### src/rtl/dispatch_sequencer.sv
// Address/credit sequencer feeding the dispatcher ROM stage: walks a contiguous ROM window and
// advances by however many words the ROM actually placed on free output lanes each cycle.
module dispatch_sequencer #(
  parameter int unsigned LogRomSize  = 5,
  parameter int unsigned LogOutPorts = 3
) (
  input  logic                          clk,
  input  logic                          rst_n,
  input  logic                          start_i,
  input  logic                          abort_i,
  input  logic [LogRomSize-1:0]         base_addr_i,
  input  logic [LogRomSize:0]           length_i,
  input  logic [(1<<LogOutPorts)-1:0]   stall_word_i,
  output logic                          read_o,
  output logic [LogRomSize-1:0]         addr_o,
  output logic [LogOutPorts:0]          n_v_out_o,
  output logic [LogOutPorts:0]          issued_o,
  output logic                          busy_o,
  output logic                          done_o
);

  localparam int unsigned NumLanes = 1 << LogOutPorts;
  localparam int unsigned CntW     = LogOutPorts + 1;
  localparam int unsigned RemW     = LogRomSize + 1;

  typedef enum logic [1:0] {StIdle, StRun, StDone} state_e;

  state_e                state_q, state_d;
  logic [LogRomSize-1:0] addr_q, addr_d;
  logic [RemW-1:0]       rem_q, rem_d;

  logic [CntW-1:0] n_v;
  logic [CntW-1:0] free;
  logic [CntW-1:0] issued;
  logic [RemW-1:0] rem_next;

  // Credit the ROM may use this cycle, and what it actually used given busy lanes.
  always_comb begin
    n_v = '0;
    if (state_q == StRun) begin
      n_v = (rem_q >= RemW'(NumLanes)) ? CntW'(NumLanes) : CntW'(rem_q);
    end
    free = '0;
    for (int unsigned i = 0; i < NumLanes; i++) begin
      free = free + CntW'(!stall_word_i[i]);
    end
    issued   = (free < n_v) ? free : n_v;
    rem_next = rem_q - RemW'(issued);
  end

  always_comb begin
    state_d = state_q;
    addr_d  = addr_q;
    rem_d   = rem_q;
    unique case (state_q)
      StIdle: begin
        if (start_i) begin
          addr_d  = base_addr_i;
          rem_d   = length_i;
          state_d = (length_i == '0) ? StDone : StRun;
        end
      end
      StRun: begin
        if (abort_i) begin
          // Cancel keeps the address where it stopped but drops the remaining credit.
          rem_d   = '0;
          state_d = StIdle;
        end else begin
          addr_d = addr_q + LogRomSize'(issued);
          rem_d  = rem_next;
          if (rem_next == '0) begin
            state_d = StDone;
          end
        end
      end
      StDone:  state_d = StIdle;
      default: state_d = StIdle;
    endcase
  end

  always_ff @(posedge clk or negedge rst_n) begin
    if (!rst_n) begin
      state_q <= StIdle;
      addr_q  <= '0;
      rem_q   <= '0;
    end else begin
      state_q <= state_d;
      addr_q  <= addr_d;
      rem_q   <= rem_d;
    end
  end

  assign read_o    = (state_q == StRun);
  assign busy_o    = (state_q == StRun);
  assign done_o    = (state_q == StDone);
  assign addr_o    = addr_q;
  assign n_v_out_o = n_v;
  assign issued_o  = issued;

endmodule

### config.mk
export PLATFORM = sky130hd
export DESIGN_NAME = dispatch_sequencer
export DESIGN_NICKNAME = d
export VERILOG_FILES = /design/src/rtl/dispatch_sequencer.sv
export SDC_FILE = /design/constraint.sdc
export NUM_CORES = 1
export LEC_CHECK = 0
export BUFFER_PORTS_ARGS = -buffer_cell sky130_fd_sc_hd__buf_2
export CAP_MARGIN = 20
export CORE_MARGIN = 2
export CORE_UTILIZATION = 49
export DETAILED_ROUTE_END_ITERATION = 7
export PLACE_DENSITY = 0.77
export SLEW_MARGIN = 5
export SYNTH_ARGS = -nofsm -noshare
export SYNTH_HDL_FRONTEND = slang
export SYNTH_SLANG_ARGS = --single-unit
export TNS_END_PERCENT = 10
### constraint.sdc
create_clock -name clk -period 4 [get_ports clk]
set_input_delay 0.2 -clock clk [delete_from_list [all_inputs] [get_ports clk]]
set_output_delay 0.2 -clock clk [all_outputs]
set_load 0.02 [all_outputs]
Yosys cells after proc, flatten, opt, wreduce, memory -nomap -nowiden
Cells that the tools add are included.

Memories kept: 0. Latch bits: 0. Bits in registers: 13. Word-level logic and storage cells: 48. Memory bits (writable): 0. Bits of input ports: 23. ROM bits: 0. Output and inout port bits: 16.

Reductions and logical operators: 15. Div/mod/pow operators: 0. Equality and inequality tests: 5. $mul: 0. $add $sub $neg: 9. Bitwise logic cells: 0. Order comparisons: 2. Shift-type cells: 0. Multiplexer cells: 14.

Operators with widths (number): 4-bit by 1-bit adder with 4-bit output (4); 6-bit logical NOT (2); 4-bit 2-to-1 mux (3); 6-bit 2-to-1 mux (2); 6-bit case mux with 2 select lines (1); 5-bit 2-to-1 mux (2); 5-bit case mux with 2 select lines (1); 1-bit logical NOT (8); 2-bit 2-to-1 mux (4); 6-bit by 4-bit greater-or-equal comparator with 1-bit output (second input constant) (1); 6-bit by 4-bit subtractor with 6-bit output (1); 5-bit by 4-bit adder with 5-bit output (1); 3-bit by 1-bit adder with 4-bit output (1); 4-bit less-than comparator (1); 2-bit != test (second input constant) (2); 2-bit case mux with 2 select lines (1); 2-bit AND reduction (2); 2-bit by 1-bit adder with 3-bit output (1); 3-bit by 2-bit != test with 1-bit output (second input constant) (1); 3-bit AND reduction (1); 1-bit by 1-bit adder with 2-bit output (1); 2-bit by 1-bit equality test with 1-bit output (second input constant) (1); 2-bit equality test (second input constant) (1); 2-bit logical NOT (1); 2-bit nonzero test (1).

Logic depth before layout (Yosys ltp)
Gate-level depths: netlist of the first run.

Word-level depth: 15. Depth in mapped cells: 24. Depth with buffers taken out: 23.

Least setup slack after synthesis of the first run
No wires, ideal clock.

Path kind: input to register. From: input port stall_word_i[0]. To: register state_q[1]. Stages: 22. Data arrival time: 5824 ps. Setup slack: -1892 ps. Setup time: 68 ps. Path buffers: 0. Cells stage by stage: fa_1 -> inv_1 -> fa_1 -> fa_1 -> ha_1 -> inv_1 -> fa_1 -> xor2_1 -> inv_1 -> ha_1 -> a2111oi_2 -> nand4_1 -> nand2_1 -> nor2_1 -> a21oi_1 -> inv_1 -> ha_1 -> a21o_1 -> or4_1 -> and3_1 -> o21ai_2 -> and4b_1.

Longest elaborated chain between the ends: 14.

RTL lines: from (decl) (RTL line 13) `input logic [(1<<LogOutPorts)-1:0] stall_word_i,`; 1-bit logical NOT * (RTL line 45) `free = free + CntW'(!stall_word_i[i]);`; 1-bit by 1-bit adder with 2-bit output * (RTL line 45); 2-bit by 1-bit adder with 3-bit output * (RTL line 45); 3-bit by 1-bit adder with 4-bit output * (RTL line 45); 4-bit by 1-bit adder with 4-bit output * (4 in series) (RTL line 45); 4-bit less-than comparator (RTL line 47) `issued = (free < n_v) ? free : n_v;`; 4-bit 2-to-1 mux * (RTL line 47); named net issued_o[1] (RTL line 17) `output logic [LogOutPorts:0] issued_o,`; 6-bit by 4-bit subtractor with 6-bit output * (RTL line 48) `rem_next = rem_q - RemW'(issued);`; 6-bit logical NOT * (RTL line 71) `if (rem_next == '0) begin`; 3-bit by 2-bit != test with 1-bit output (no source line) *; 2-bit AND reduction (no source line) *; to (signal assigned) (RTL line 83) `state_q <= StIdle;`; to (signal assigned) (RTL line 87) `state_q <= state_d;`; to (decl) (RTL line 28) `state_e state_q, state_d;`.

Mark *: on every way through the listed nets, which the timed path passes. The rest lies on a longest branch. A chain may end at the register's enable or synchronous reset.

Worst setup path after layout of the first run
From: input port stall_word_i[3]. To: register state_q[0].

Longest elaborated chain between the ends: 12.

RTL lines (RTL line): 1-bit logical NOT * (45); 3-bit by 1-bit adder with 4-bit output * (45); 4-bit by 1-bit adder with 4-bit output * (4 in series) (45); 4-bit less-than comparator (47); 4-bit 2-to-1 mux * (47); 6-bit by 4-bit subtractor with 6-bit output * (48); 6-bit logical NOT * (71); 3-bit by 2-bit != test with 1-bit output (no source line) *; 2-bit AND reduction (no source line) *.

Mark *: on every way between the ends. The rest lies on a longest branch, timed or not.

==> results.md, run 1 <==
- Outcome: complete, but fails checks
- Failing checks: negative setup slack
- Post-synth top cells: inv_1, nor2_1, nand2_1
- CP startpoint kind: input pin
- Seq/Total Area, Yosys: 19.7%
- Area Growth Syn to Fin: 40.5%
- Reg2Reg Capture Point: state_q[0]
- Rel. slew slack: between 50% and 60%
- Worst-Margin Slew: 0.668 ns
- Clock Latency Late Sink: 0.28 ns
- WS Path Type: in2reg
- Biggest cell delay along the critical path: about 0.55 ns
- Layout cells sized above 1: 45.2%
- Die width: roughly 62 um
- R2R Setup Slk: 0.19 ns
- Area leader, netlist: dfrtp_1
- # diodes: 0
- Die Y: 62.1 um
- Mapped Nets: 244
- Cell Chain, Critical Path: buf_6, fa_1, inv_2, fa_1, fa_1, ha_2, inv_2, fa_2, xor2_2, inv_2, ha_4, a2111oi_4, nand4_1, nand2_2, nor2_4, a21oi_4, inv_2, ha_4, a21o_1, or4_4, and3_4, o21ai_4, a41oi_1
- Post-route ant nets: 0
- Clk sinks: 13
- Vias per Instance: 5.48
- Max Fclk: around 0.2 GHz
- RR Startpoint: rem_q[3]
- Fin. Hold Viols: 0
- Fin crit period: 5.00 ns
- Max_cap viols: 0
- Maximum clock path buffer count: 2
- Distinct cell type count of the synthesized netlist: 62
- Top Ports: 39
- Slowest cell on crit path: or4_4
- Placer's final routability congestion estimate: between 0.8 and 0.9
- Initial core utilization: roughly half
- Synth area leaders: dfrtp_1, ha_1, fa_1
- Final Cycle Share: 125%
- Filler Cells Inserted: 250
- DPL Wire Length: ~3500 um
- Clk root buf: clkbuf_4
- Final Non-Filler Cells: between 300 and 400
- Synth Cell Area: 0.00165 mm^2
- Drt first pass iters: 5
- Final worst slack: -1.00 ns
- TritonCTS Buffers: 3
- Overflow after GRT: 0
- Vias in the first global route: 1645
- Primary FF master, synth: dfrtp_1
- Hold Crit Depth: 3
- DP Cell Count: 306
- Via count: 1744
- Total number of yosys warnings: 0
- Avg Cell Area, Syn: 8.18 um^2
- Worst path required time: 4.16 ns
- Finished Core Util: a little over 70%
- Largest net degree at the start of global routing: 20
- Share of the synthesized area in the top cell type: 19.7%
- Worst setup EP type: flip-flop
- Core area: 0.00328 mm^2
- Fin nets: 315
- Place WS: -1.32 ns
- Worst Path Arrival: 5.16 ns
- HP Class: in2reg
- Top-count cell post-synth: inv_1
- Remaining DRCs: 0
- DRT iter0 DRCs: 80
- Port bufs: 38
- Number of synthesized flops with an enable pin: 0
- Async SR Flop Fraction: 100%
- Die area: 0.00385 mm^2
- RSZ-0062 raised after global routing: true
- Synth Instances: 202
- WP buf/inv: 5
- Yosys reg bits: 13
- Cell mode on critical path: inv_2
- Top Family by Delay on Critical Path: adder cells
- Initial antenna violation count: 0
- CTS tree: built
- CP max FO: 3
- HP Start: base_addr_i[3]
- Cell depth of the worst flop-to-flop path: 15
- Per-cell routed wire length: 14.7 um
- All-Layer GR Usage: between 20% and 30%
- Clock transition at path regs: 0.08 ns
- Final Setup Violations: 16
- Clk_skew: 0.00122 ns
- Final WL: 4670 um
- Rows: 21
- Hold Crit Endpoint: addr_o[3]
- Slew Viols, Final: 0
- Max H-tree Level: 1
- First-pass GRT wire length: slightly above 7000 um
metal layers:
layer,GRT usage [%],vias to the layer above,share of wire [%]
met4,6.38,0,2.2
met3,4.97,11,5.5
met2,46.3,68,51
li1,-,855,-
met1,31.1,810,42
met5,0,-,0
kinds of logic (layout without fill, tap and decap cells):
logic type,after synthesis,count (layout),synth area share [%]
AO/OA/AOI/OAI,55,55,24.8
XOR/XNOR,6,6,3.64
adder cells (fa/ha/maj),21,21,18.4
buffers and inverters,33,103,9.39
flip-flops,13,13,19.7
multiplexers,2,2,1.21
AND/OR/NAND/NOR,72,72,22.9
cells in the final DEF (no fill, tap or decap), types with 4 or more instances in the layout:
master,instances
buf_2,35
inv_2,6
dfrtp_1,13
a31oi_1,6
o31ai_1,4
nor3_1,7
nor2_1,18
buf_4,40
nand2_1,17
inv_1,16
nand3_1,6
ha_1,8
a21oi_1,10
registers in the layout, summed over array words and instances, names as in the netlist:
| signal | flops |
|---|---|
| rem_q | 6 |
| addr_o | 5 |
| state_q | 2 |
final cells by class:
type                            count  area [um^2]  share of cell area, %
Multi-Input combinational cell    156         1330                   57.4
Timing Repair Buffer               77          497                   21.4
Sequential cell                    13          325                   14.0
Inverter                           22         82.6                   3.56
Tap cell                           46         57.6                   2.48
Clock buffer                        4         26.3                   1.13
what timing repair did:
action	4_1_cts	5_1_grt
setup endpoints to repair	16	16
buffers inserted	5	2
pin swaps	18	8
gates resized for setup	21	6
hold endpoints to repair	13	0
hold buffers	1	0
worst max path at each step:
| stage | start | endpoint | slack, ns | cells past startpoint |
|---|---|---|---|---|
| 6_report | stall_word_i[3] | state_q[0] | -1.00 | 23 |
| 5_1_grt | stall_word_i[3] | state_q[0] | -1.18 | 23 |
| 4_1_cts | stall_word_i[3] | state_q[1] | -0.95 | 23 |
| 3_5_place_dp | stall_word_i[0] | rem_q[2] | -1.32 | 21 |
| 3_3_place_gp | stall_word_i[0] | rem_q[2] | -1.19 | 21 |
| 2_1_floorplan | stall_word_i[0] | state_q[1] | -1.30 | 22 |
worst register-to-register path, stage by stage, from the launching register on:
cell and delay [ns]:
dfrtp_1 0.44, or3_4 0.45, nand2_1 0.13, ha_1 0.29
a2111oi_4 0.39, nand4_1 0.20, nand2_2 0.13, nor2_4 0.05
a21oi_4 0.12, inv_2 0.06, ha_4 0.20, a21o_1 0.20
or4_4 0.55, and3_4 0.18, o21ai_4 0.16, a41oi_1 0.13
per-stage QoR:
stage	TNS [ns]	hold WS, ns	cell area, um^2
6_report	-9.64	0.160	2320
3_5_place_dp	-14.84	0.101	2120
4_1_cts	-9.09	0.163	2280
2_1_floorplan	-11.26	-0.0956	1710
5_1_grt	-12.19	0.164	2320
3_3_place_gp	-12.30	0.0980	2120
Power of run 1 is not shown: default switching activity piles up to over one toggle a cycle in this logic, so the estimate is an artifact.
==> run 2: changes to the inputs <==
PLACE_DENSITY = 0.76   (was 0.77)
==> run 2 against run 1 <==
  * The flow still finishes with violations (negative setup slack)
  * Setup slack got worse by 0.049 ns
  * Via count grew 0.92%
  * Critical path depth grew 3
  * Maximum frequency fell by 0.98%
  * Register-to-register slack barely moved
  * Sequential share of layout area down 0.24 points
  * Core utilization rose by 1.2 points
  * Die area did not move
  * Cell count grew 1.3%
  * Count of clock-buffer cells in the layout is the same
  * Critical endpoint is now state_q[1]
  * Largest cell class unchanged
==> results.md, run 2 (synthesized netlist as in run 1, its figures left out) <==
- Outcome: complete, but fails checks
- Failing checks: negative setup slack
- Area Growth Syn to Fin: 43.0%
- Slowest cell on crit path: fa_1
- Placer's final routability congestion estimate: 0.886
- RR Startpoint: rem_q[3]
- Post-route ant nets: 0
- Maximum clock path buffer count: 2
- CP startpoint kind: input pin
- Final WL: 4660 um
- TNS Setup: -10.66 ns
- Worst Path Arrival: around 5.2 ns
- Dpl cell area: 0.00211 mm^2
- Reg2Reg Capture Point: state_q[1]
- Max_cap viols: 0
- Rows: 21
- TritonCTS Buffers: 3
- Cell depth of the worst flop-to-flop path: 15
- Via count: 1760
- Die width: 62.1 um
- Vias in the first global route: 1618
- Vias per Instance: 5.47
- HP Class: in2reg
- Commonest non-fill, non-tap cell in the layout: buf_4
- Die area: 0.00385 mm^2
- Fin crit period: 5.05 ns
- Largest Register: rem_q
- First-pass GRT wire length: 6960 um
- Max Fclk: 0.198 GHz
- Biggest cell delay along the critical path: 0.52 ns
- DPL Wire Length: about 3300 um
- Clk root buf: clkbuf_4
- All-Layer GR Usage: approximately a quarter
- Max H-tree Level: 1
- Core area: 0.00328 mm^2
- Top Family by Delay on Critical Path: adder cells
- # diodes: 0
- DP Cell Count: slightly above 300
- RSZ-0062 raised after global routing: true
- CP max FO: 3
- Die Y: 62.1 um
- Drt first pass iters: 5
- Port bufs: 38
- Worst setup EP type: flip-flop
- R2R Setup Slk: 0.20 ns
- Clk sinks: 13
- FF+latch area: between 300 and 400 um^2
- Clock Latency Late Sink: 0.28 ns
- Clock transition at path regs: ~0.090 ns
- Fin. Hold Viols: 0
- WP buf/inv: 9
- Layout cells sized above 1: 45.3%
- Largest net degree at the start of global routing: 17
- Final Non-Filler Cells: 322
- Fin nets: 319
- Overflow after GRT: 0
- Place WS: -1.34 ns
- Stages on worst setup path: 26
- Area occupied by multi-input gates: roughly 0.0013 mm^2
- Remaining DRCs: 0
- Per-cell routed wire length: between 10 and 15 um
- WS Path Type: in2reg
- Filler Cells Inserted: 256
- Worst setup endpoint: state_q[1]
- Most frequent cells in the layout: buf_4, buf_2, nor2_1
- Initial antenna violation count: 0
- CP Launch Point: stall_word_i[3]
- Worst-Margin Slew: around 0.96 ns
- Slew Viols, Final: 0
- Final worst slack: -1.05 ns
- Worst path required time: 4.17 ns
- Initial core utilization: 50.3%
- DRT iter0 DRCs: 96
- Rel. slew slack: between 30% and 40%
- Top Ports: 39
- CTS tree: built
- Max reg flops: 6
- Cell mode on critical path: buf_4
- Final Cycle Share: 126%
- Clk_skew: 0.00604 ns
- Post-Layout Inst Area: 0.00236 mm^2
- Final Setup Violations: 16
## run 2: area by class of cell
cell class | instances | share of cell area, %
multi-input cells | 156 | 56.2
repair buffers | 81 | 22.9
flip-flops and latches | 13 | 13.8
inverters | 22 | 3.50
well taps | 46 | 2.44
clock buffers | 4 | 1.11
## run 2: routing by layer
metal,share of wire (%),GRT usage (%)
met2,52,42.9
met4,2.0,4.56
met3,3.7,4.76
met1,43,31.1
met5,0,0
## run 2: how the worst min path moves through the flow
| stage | cells past startpoint | to | startpoint |
|---|---|---|---|
| 6_report | 3 | addr_o[1] | base_addr_i[1] |
| 5_1_grt | 3 | addr_o[3] | base_addr_i[3] |
| 4_1_cts | 3 | addr_o[1] | base_addr_i[1] |
| 3_5_place_dp | 1 | addr_o[3] | rst_n |
| 3_3_place_gp | 1 | addr_o[3] | rst_n |
| 2_1_floorplan | 0 | addr_o[0] | rst_n |
## run 2: timing repair
| action | CTS | global route |
|---|---|---|
| setup endpoints to repair | 16 | 16 |
| pin swaps | 7 | 20 |
| buffers inserted | 5 | 7 |
| resized for setup | 8 | 21 |
| hold buffers | 1 | 0 |
| hold endpoints to repair | 13 | 0 |
## run 2: through the flow
step	utilization (%)	hold slack, ns
CTS	67.3	0.169
global placement	64.3	0.102
global route	71.9	0.171
floorplan	-	-0.0956
detailed placement	64.3	0.101
finish	71.9	0.175
## run 2: worst reg2reg max path, stage by stage (launching register included)
cell,delay [ns]
dfrtp_1,0.43
or3_4,0.44
nor2_4,0.15
nand2_1,0.11
ha_2,0.29
o211ai_1,0.26
and2_4,0.22
o22a_1,0.19
ha_1,0.17
inv_2,0.05
buf_4,0.12
a21o_1,0.18
or4_4,0.56
and3_4,0.18
o21ai_4,0.16
and4b_1,0.22
Power of run 2 is left out for the same reason.
==> run 3: changes to the inputs <==
CORE_UTILIZATION = 35   (was 49)
GPL_ROUTABILITY_DRIVEN = 0   (was default)
PLACE_DENSITY = 0.57   (was 0.76)
==> run 3 against run 2 <==
  * The flow still finishes with violations (negative setup slack)
  * Count of clock-buffer cells in the layout is the same
  * Die area grew 37%
  * Maximum frequency grew 1.9%
  * Flip-flop and latch count stayed put
  * First-iteration DRC count decreased by 22%
  * Sequential share of layout area up 0.44 points
  * Setup slack improved by 0.094 ns
  * Worst hold slack better by 0.025 ns
  * Global-route usage shrank 7.0 points
  * Cell count increased by 0.31%
  * Critical path depth shrank 3
  * Non-clock buffer count decreased by 5
  * Critical path type unchanged
  * Largest cell class unchanged
==> results.md, run 3 (synthesized netlist as in run 1, its figures left out) <==
- Initial antenna violation count: 0
- Final WL: 4480 um
- First-pass GRT wire length: 7260 um
- RSZ-0062 raised after global routing: true
- Final Non-Filler Cells: 323
- Final worst slack: -0.959 ns
- HP Class: in2reg
- CTS tree: built
- Die width: 72.7 um
- Failing checks: negative setup slack
- Final Cycle Share: 124%
- Slew Viols, Final: 0
- Clk root buf: clkbuf_8
- Min Hold Slack: 0.199 ns
- # diodes: 0
- Rel. slew slack: about 56%
- Largest net degree at the start of global routing: 17
- Layout cells sized above 1: roughly 42%
- Worst Path Arrival: just over 5 ns
- TritonCTS Buffers: 3
- Fin crit period: 4.96 ns
- Remaining DRCs: 0
- DPL Wire Length: 3520 um
- Post-route ant nets: 0
- Rows: 24
- Largest Register: rem_q
- Filler Cells Inserted: about 430
- WS Path Type: in2reg
- Worst-Margin Slew: about 0.66 ns
- Per-cell routed wire length: 13.9 um
- Maximum clock path buffer count: 2
- DP Cell Count: 313
- Initial core utilization: 37.2%
- Clk_skew: 0.00173 ns
- Cell mode on critical path: fa_1
- Core area: 0.00444 mm^2
- Drt first pass iters: 4
- Worst setup EP type: flip-flop
- Max reg flops: 6
- Max Fclk: 0.202 GHz
- CP max FO: 3
- Final Setup Violations: 16
- Port bufs: 38
- Fin. Hold Viols: 0
- Outcome: complete, but fails checks
- Clock Latency Late Sink: 0.25 ns
- Most frequent cells in the layout: buf_4, buf_2, nor2_1
- DRT iter0 DRCs: 75
- Slowest cell on crit path: fa_1
- Post-Layout Inst Area: 0.00229 mm^2
- Via count: around 1.7k
- Max_cap viols: 0
- Dpl cell area: 0.00213 mm^2
- Max H-tree Level: 1
- Die area: 0.00528 mm^2
- Die Y: 72.7 um
- Clock transition at path regs: ~0.06 ns
- Worst path required time: 4.18 ns
- Cell Chain, Critical Path: buf_2, fa_1, inv_1, fa_1, fa_1, ha_1, inv_1, fa_2, xor2_2, inv_2, ha_4, a2111oi_4, nand4_1, nand2_2, nor2_1, a21oi_4, inv_2, ha_1, a21o_1, or4_4, and3_1, o21ai_2, and4b_1
- Clk sinks: 13
- Biggest cell delay along the critical path: approximately 0.53 ns
- Area Growth Syn to Fin: 38.6%
- Commonest non-fill, non-tap cell in the layout: buf_4
- CP startpoint kind: input pin
- Top Ports: 39
- Fin nets: 314
- Overflow after GRT: 0
- Vias in the first global route: approximately 1.5k
- Vias per Instance: 5.17
- All-Layer GR Usage: 17.4%
==> run 3: changes by cell type in the layout (fill, tap and decap cells not counted), moves of 2 or more <==
cell	previous run	this run
buf_6	5	0
a21oi_2	1	4
clkbuf_4	3	0
clkbuf_8	0	3
ha_1	8	11
a21oi_1	11	9
buf_4	40	38
ha_4	3	1
==> run 3: per-layer routing <==
layer  vias to the layer above  global-route usage, %  routed length, um
li1                        850                      -                  -
met1                       782                   24.0               2180
met2                        35                   29.3               2110
met3                         2                   3.31                163
met4                         0                   2.06                 23
met5                         -                      0                  0
==> run 3: stage by stage <==
step / TNS [ns] / utilization [%] / setup slack [ns]
global placement: -13.08 / 48.0 / -1.31
detailed placement: -14.05 / 48.0 / -1.36
CTS: -9.00 / 50.9 / -0.957
global route: -12.41 / 51.5 / -1.17
floorplan: -11.26 / - / -1.30
finish: -9.19 / 51.5 / -0.959
==> run 3: final timing paths <==
| check | end | slack, ns | startpoint | cells past startpoint |
|---|---|---|---|---|
| setup reg to reg | state_q[1] | 0.16 | rem_q[4] | 16 |
| hold / removal | addr_o[3] | 0.20 | base_addr_i[3] | 3 |
| setup / recovery | state_q[1] | -0.96 | stall_word_i[0] | 23 |
| max in group asynchronous | rem_q[5] | 3.38 | rst_n | 2 |
| hold reg to reg | addr_o[0] | 0.59 | addr_o[0] | 2 |
| min in group asynchronous | addr_o[3] | 0.38 | rst_n | 2 |
==> run 3: final cells by class <==
type                            instances  area [um^2]  share of cell area (%)
Clock buffer                            4         45.0                    1.97
Inverter                               22         82.6                    3.61
Multi-Input combinational cell        156         1270                    55.7
Sequential cell                        13          325                    14.2
Tap cell                               52         65.1                    2.84
Timing Repair Buffer                   76          495                    21.7
==> run 3: critical path, delay by kind of cell <==
family	cells	cell delay [ns]
simple gates	6	1.21
buf+inv	5	0.35
compound gates	4	0.76
fa+ha+maj	7	2.44
xor+xnor	1	0.19
==> run 3: timing repair <==
action,4_1_cts,5_1_grt
gates resized for setup,10,4
cloned,0,0
setup buffers,4,0
setup endpoints to repair,16,16
pin swaps,7,2
hold endpoints to repair,13,0
hold buffers,1,0
Power of run 3 is left out for the same reason.
